[src/rtl/arith_pkg.sv]
// ============================================================================
// arith_pkg
// Shared FSM state encoding, add/sub mode constants and sizing helper for
// the arithmetic blocks.
// Revision: 1.0
// ============================================================================
`default_nettype none

package arith_pkg;

  typedef enum logic [1:0] {
    IDLE = 2'd0,
    CALC = 2'd1,
    FIN  = 2'd2
  } state_t;

  localparam logic ADD_MODE = 1'b0;
  localparam logic SUB_MODE = 1'b1;

  // Bits needed to hold any value in 0..value-1.
  function automatic int clog2(input int value);
    int r;
    r = 0;
    for (int i = 0; i < 31; i++) begin
      if ((1 << i) < value) r = i + 1;
    end
    return r;
  endfunction

endpackage

`default_nettype wire

[src/rtl/seq_restoring_divider_addsub.sv]
// ============================================================================
// addsub_n
// N-bit ripple-carry adder/subtractor: b is XORed with mode and mode is the
// carry-in, so mode=1 yields a - b in two's complement.
// Revision: 1.0
// ============================================================================
`default_nettype none

module addsub_n #(
  parameter int N = 5
) (
  input  logic [N-1:0] i_a,
  input  logic [N-1:0] i_b,
  input  logic         i_mode,
  output logic [N-1:0] o_sum
);

  logic [N-1:0] w_bx;
  logic [N-1:0] w_c;

  assign w_bx   = i_b ^ {N{i_mode}};
  assign w_c[0] = i_mode;

  for (genvar i = 0; i < N; i++) begin : g_bit
    assign o_sum[i] = i_a[i] ^ w_bx[i] ^ w_c[i];
    // The carry out of the top bit is not needed by any user.
    if (i < N - 1) begin : g_carry
      assign w_c[i+1] = (i_a[i] & w_bx[i]) | (w_c[i] & (i_a[i] ^ w_bx[i]));
    end
  end

endmodule

`default_nettype wire

[src/rtl/seq_restoring_divider.sv]
// ============================================================================
// seq_restoring_divider
// Multi-cycle restoring divider, one quotient bit per clock, start/done
// handshake. Define SIGNED_DIV_EN for two's-complement truncating division.
// Revision: 1.0
// ============================================================================
`default_nettype none

module seq_restoring_divider
  import arith_pkg::*;
#(
  parameter int WIDTH = 4
) (
  input  logic             clk,
  input  logic             rst,
  input  logic             start,
  input  logic [WIDTH-1:0] dividend,
  input  logic [WIDTH-1:0] divisor,
  output logic             busy,
  output logic             done,
  output logic [WIDTH-1:0] quotient,
  output logic [WIDTH-1:0] remainder,
  output logic             div_by_zero
);

  localparam int CW = clog2(WIDTH + 1);
  localparam logic [CW-1:0] c_cnt_one = {{(CW-1){1'b0}}, 1'b1};
  localparam logic [CW-1:0] c_cnt_last = CW'(WIDTH - 1);

  state_t r_state;
  state_t w_state_nxt;

  // The partial remainder is always below the divisor between steps, so
  // WIDTH bits hold it; only the shifted trial value needs WIDTH+1.
  logic [WIDTH-1:0] r_a;
  logic [WIDTH-1:0] r_q;
  logic [WIDTH-1:0] r_d;
  logic [CW-1:0]    r_cnt;
  logic             r_dz;
  logic [WIDTH-1:0] r_quot;
  logic [WIDTH-1:0] r_rem;

  logic [WIDTH:0]   w_a_sh;
  logic [WIDTH:0]   w_add_a;
  logic [WIDTH:0]   w_add_b;
  logic [WIDTH:0]   w_sum;
  logic [WIDTH-1:0] w_dvd_mag;
  logic [WIDTH-1:0] w_dvs_mag;
  logic [WIDTH-1:0] w_fin_quot;
  logic [WIDTH-1:0] w_fin_rem;

  assign w_a_sh = {r_a, r_q[WIDTH-1]};

  addsub_n #(.N(WIDTH + 1)) u_addsub (
    .i_a    (w_add_a),
    .i_b    (w_add_b),
    .i_mode (SUB_MODE),
    .o_sum  (w_sum)
  );

`ifdef SIGNED_DIV_EN
  localparam logic [WIDTH-1:0] c_one = {{(WIDTH-1){1'b0}}, 1'b1};

  logic r_sgn_a;
  logic r_sgn_d;

  // Outside CALC the subtractor is idle and computes 0 - x for the
  // dividend magnitude (IDLE) or the quotient negation (FIN).
  always_comb begin
    w_add_a = '0;
    w_add_b = {dividend[WIDTH-1], dividend};
    if (r_state == CALC) begin
      w_add_a = w_a_sh;
      w_add_b = {1'b0, r_d};
    end else if (r_state == FIN) begin
      w_add_b = {1'b0, r_q};
    end
  end

  assign w_dvd_mag = dividend[WIDTH-1] ? w_sum[WIDTH-1:0] : dividend;
  assign w_dvs_mag = divisor[WIDTH-1] ? (~divisor + c_one) : divisor;

  assign w_fin_quot = r_dz ? '1 :
                      ((r_sgn_a ^ r_sgn_d) ? w_sum[WIDTH-1:0] : r_q);
  assign w_fin_rem  = r_dz    ? (r_sgn_a ? w_sum[WIDTH-1:0] : r_q) :
                      r_sgn_a ? (~r_a + c_one) : r_a;

  always_ff @(posedge clk or posedge rst) begin
    if (rst) begin
      r_sgn_a <= 1'b0;
      r_sgn_d <= 1'b0;
    end else if (r_state == IDLE && start) begin
      r_sgn_a <= dividend[WIDTH-1];
      r_sgn_d <= divisor[WIDTH-1];
    end
  end
`else
  assign w_add_a    = w_a_sh;
  assign w_add_b    = {1'b0, r_d};
  assign w_dvd_mag  = dividend;
  assign w_dvs_mag  = divisor;
  assign w_fin_quot = r_dz ? '1 : r_q;
  assign w_fin_rem  = r_dz ? r_q : r_a;
`endif

  always_ff @(posedge clk or posedge rst) begin
    if (rst) r_state <= IDLE;
    else     r_state <= w_state_nxt;
  end

  always_comb begin
    w_state_nxt = r_state;
    case (r_state)
      IDLE: if (start) w_state_nxt = (divisor == '0) ? FIN : CALC;
      CALC: if (r_cnt == c_cnt_last) w_state_nxt = FIN;
      FIN:  w_state_nxt = IDLE;
      default: w_state_nxt = IDLE;
    endcase
  end

  always_ff @(posedge clk or posedge rst) begin
    if (rst) begin
      r_a    <= '0;
      r_q    <= '0;
      r_d    <= '0;
      r_cnt  <= '0;
      r_dz   <= 1'b0;
      r_quot <= '0;
      r_rem  <= '0;
    end else begin
      case (r_state)
        IDLE: begin
          if (start) begin
            r_q    <= w_dvd_mag;
            r_a    <= '0;
            r_d    <= w_dvs_mag;
            r_cnt  <= '0;
            r_dz   <= (divisor == '0);
            r_quot <= '0;
            r_rem  <= '0;
          end
        end
        CALC: begin
          // A negative trial result restores the shifted remainder.
          r_a   <= w_sum[WIDTH] ? w_a_sh[WIDTH-1:0] : w_sum[WIDTH-1:0];
          r_q   <= {r_q[WIDTH-2:0], ~w_sum[WIDTH]};
          r_cnt <= r_cnt + c_cnt_one;
        end
        FIN: begin
          r_quot <= w_fin_quot;
          r_rem  <= w_fin_rem;
        end
        default: ;
      endcase
    end
  end

  assign busy        = (r_state == CALC);
  assign done        = (r_state == FIN);
  assign quotient    = done ? w_fin_quot : r_quot;
  assign remainder   = done ? w_fin_rem : r_rem;
  assign div_by_zero = r_dz;

endmodule

`default_nettype wire

[config.mk]
export PLATFORM = sky130hd
export DESIGN_NAME = seq_restoring_divider
export DESIGN_NICKNAME = d
export VERILOG_FILES = /design/src/rtl/arith_pkg.sv /design/src/rtl/seq_restoring_divider_addsub.sv /design/src/rtl/seq_restoring_divider.sv
export SDC_FILE = /design/constraint.sdc
export NUM_CORES = 1
export LEC_CHECK = 0
export BUFFER_PORTS_ARGS = -buffer_cell sky130_fd_sc_hd__buf_2
export CAP_MARGIN = 20
export CORE_ASPECT_RATIO = 0.5
export CORE_MARGIN = 8
export CORE_UTILIZATION = 50
export CTS_CLUSTER_SIZE = 28
export DETAILED_ROUTE_END_ITERATION = 6
export PLACE_DENSITY = 0.71
export SLEW_MARGIN = 20
export SYNTH_ARGS = -nofsm -noshare
export SYNTH_HDL_FRONTEND = slang
export SYNTH_SLANG_ARGS = --single-unit
[constraint.sdc]
create_clock -name clk -period 3.1 [get_ports clk]
set_clock_uncertainty 0.2 [all_clocks]
set_input_delay 0.62 -clock clk [delete_from_list [all_inputs] [get_ports clk]]
set_output_delay 0.62 -clock clk [all_outputs]
set_load 0.05 [all_outputs]
==> metrics <==
first-pass GRT wire length=4395 µm; Worst Hold Class=input port to asynchronous set/reset pin; Max FO, Critical Path=5; yosys warns=0; total core area=2586 µm²; I/O Buffers=21; placed instance area=1473 µm²; Yosys reg bits=26; fin crit period=2840 ps; f_max=352.1 MHz; maxcap violations=0; Synth top cells by count=26 x dfrtp_1, 16 x a21o_1, 14 x nand2_1; CP Class=flop to flop; Setup TNS=0 ps; initial detailed-routing violation count=47; final worst-path cycle share=91.63%; hold buffer count at CTS=0; largest net degree at the start of global routing=27; post-synthesis sequential area ratio=48.15%; Routed WL per cell=13.68 µm; Mapped Avg Cell Area=10.32 µm²; DP Wirelength=~1900 µm; maximum VDD drop=0.4590 mV; clk_lat worst skew=270 ps; fin nets=about 170; Die Y=around 53 µm; Syn Std Cell Area=1351 µm²; clock buffer depth=2; crit end category=flop; Rows=13; Final Setup Violations=0; number of remaining DRC errors=0; Netlist cell types=22; Crit path arrival time=around 2800 ps; CTS root buf=clkbuf_8; vias in the first global route=roughly 940; post-place setup slack=285.6 ps; total global routing overflow=0; Final Util=59.07%; Crit path required time=3040 ps; CTS tree=yes; Detailed Routing Iterations Pass 1=4; Lkg Pwr=roughly 0.88 nW; final worst slack=between 200 and 300 ps; Final ANT Viol Nets=0; Design Area, Final=about 1500 µm²; post-CTS setup buffer count=0; outcome=complete, no violations; Pwr Total=roughly 1.6 mW; P&R area growth vs syn=13.06%; gpl congestion=0.8396; H-tree level count=1; Primary FF master, synth=dfrtp_1; pwr dens=1066 nW/µm²; # diodes=0; R2R cell count=9; initial antenna violation count=0; critical path launch point type=flop; post-synth top area share=48.15%; max-slew violation count=0; TritonCTS buffer count=3; Synth area leaders=dfrtp_1 48%, a21o_1 8.9%, mux2i_1 6.7%; count leader, synth=dfrtp_1; Final Hold Viols=0; Global Route Usage Sum=12.12%; TritonCTS Sinks=26; syn_nets=148; worst slew pin tran=913.7 ps; share of cells above drive strength 1=19.33%; post-synthesis async set-or-reset flop share=100.0%; routed vias=950; Initial Utilization=roughly 52%; Post-CTS Resized=0; EDFF count, synth=0; io pins=22; clock slew at reported path FFs=approximately 90 ps; Die W=89.52 µm; post-synthesis cell count=131; Max-slew headroom=38.71%; RSZ-0062 raised after global routing=false; Synth area leader=dfrtp_1; drt via density=5.080; die area=4723 µm²; DRT Wirelength=2558 µm
## cells in the final DEF, fill, tap and decap left out
cell type and n:
nand2_1 14, nor2b_1 1, nor4_1 1, a21oi_1 4
xor2_2 1, a21o_1 16, nor2_1 12, nand2b_1 2
fa_1 3, o21ai_0 12, ha_1 3, clkinv_1 1
clkbuf_8 4, dfrtp_1 26, buf_2 21, o22ai_1 1
nor3b_4 1, inv_1 9, o21bai_1 2, mux2_2 2
a22o_1 2, and3b_1 3, mux2i_1 9
## state kept, by name, summed over array words and instances, names as in the netlist
name and cells:
r_rem 4, div_by_zero 1, r_cnt 3, r_quot 4, r_q 4, r_d 4
r_a 4, r_state 2
## area by class of cell
| class | instances | area (µm²) |
|---|---|---|
| clock buffers | 4 | 55.05 |
| fillers | 232 | 1059 |
| inverters | 10 | 37.54 |
| multi-input cells | 89 | 633.1 |
| flip-flops and latches | 26 | 650.6 |
| well taps | 37 | 46.29 |
| repair buffers | 21 | 105.1 |
## per-stage QoR
step           instances  hold WS [ps]
2_1_floorplan        131         249.8
3_3_place_gp         183         258.7
3_5_place_dp         183         265.9
4_1_cts              187         285.3
5_1_grt              187         281.8
6_report             187         225.9
## worst paths after layout
check	start	end	slack [ps]
min in group clk	r_quot[3]$_DFFE_PP0P_	r_quot[3]$_DFFE_PP0P_	280
max in group asynchronous	rst	div_by_zero$_DFFE_PP0P_	2050
worst max-delay path	r_q[3]$_DFFE_PP0P_	r_a[3]$_DFFE_PP0P_	260
worst min-delay path	rst	r_a[0]$_DFFE_PP0P_	230
worst max register to register	r_q[3]$_DFFE_PP0P_	r_a[3]$_DFFE_PP0P_	260
worst min register to register	r_quot[3]$_DFFE_PP0P_	r_quot[3]$_DFFE_PP0P_	280
## kinds of logic after synthesis
logic type                 Yosys count  share of synthesized area, %
muxes                               11                         8.333
xor gates and xnor gates             1                         1.204
buffers and inverters               16                         5.000
DFF                                 26                         48.15
and+or+nand+nor                     34                         12.41
AOI/OAI and AO/OA                   37                         17.69
adders and majority gates            6                         7.223
## routing by layer
| layer | share of wire [%] | wire [µm] | GRT usage (%) |
|---|---|---|---|
| met1 | 52 | 1327 | 16.20 |
| met2 | 43 | 1109 | 18.66 |
| met3 | 4.0 | 102 | 3.125 |
| met4 | 0.74 | 19 | 4.087 |
| met5 | 0 | 0 | 0 |
## power breakdown
part	switching, mW	internal [mW]
logic	0.490	0.315
clock network	0.102	0.113
registers	0.133	0.476
total	0.725	0.904
## worst max-delay path: stages, from the launching register on
cell and delay, ps:
dfrtp_1 430, inv_1 90, ha_1 140, inv_1 40, fa_1 370, fa_1 390, fa_1 410, xor2_2 330
mux2i_1 230, o21ai_0 90
Power figures use the tool's default switching activity.
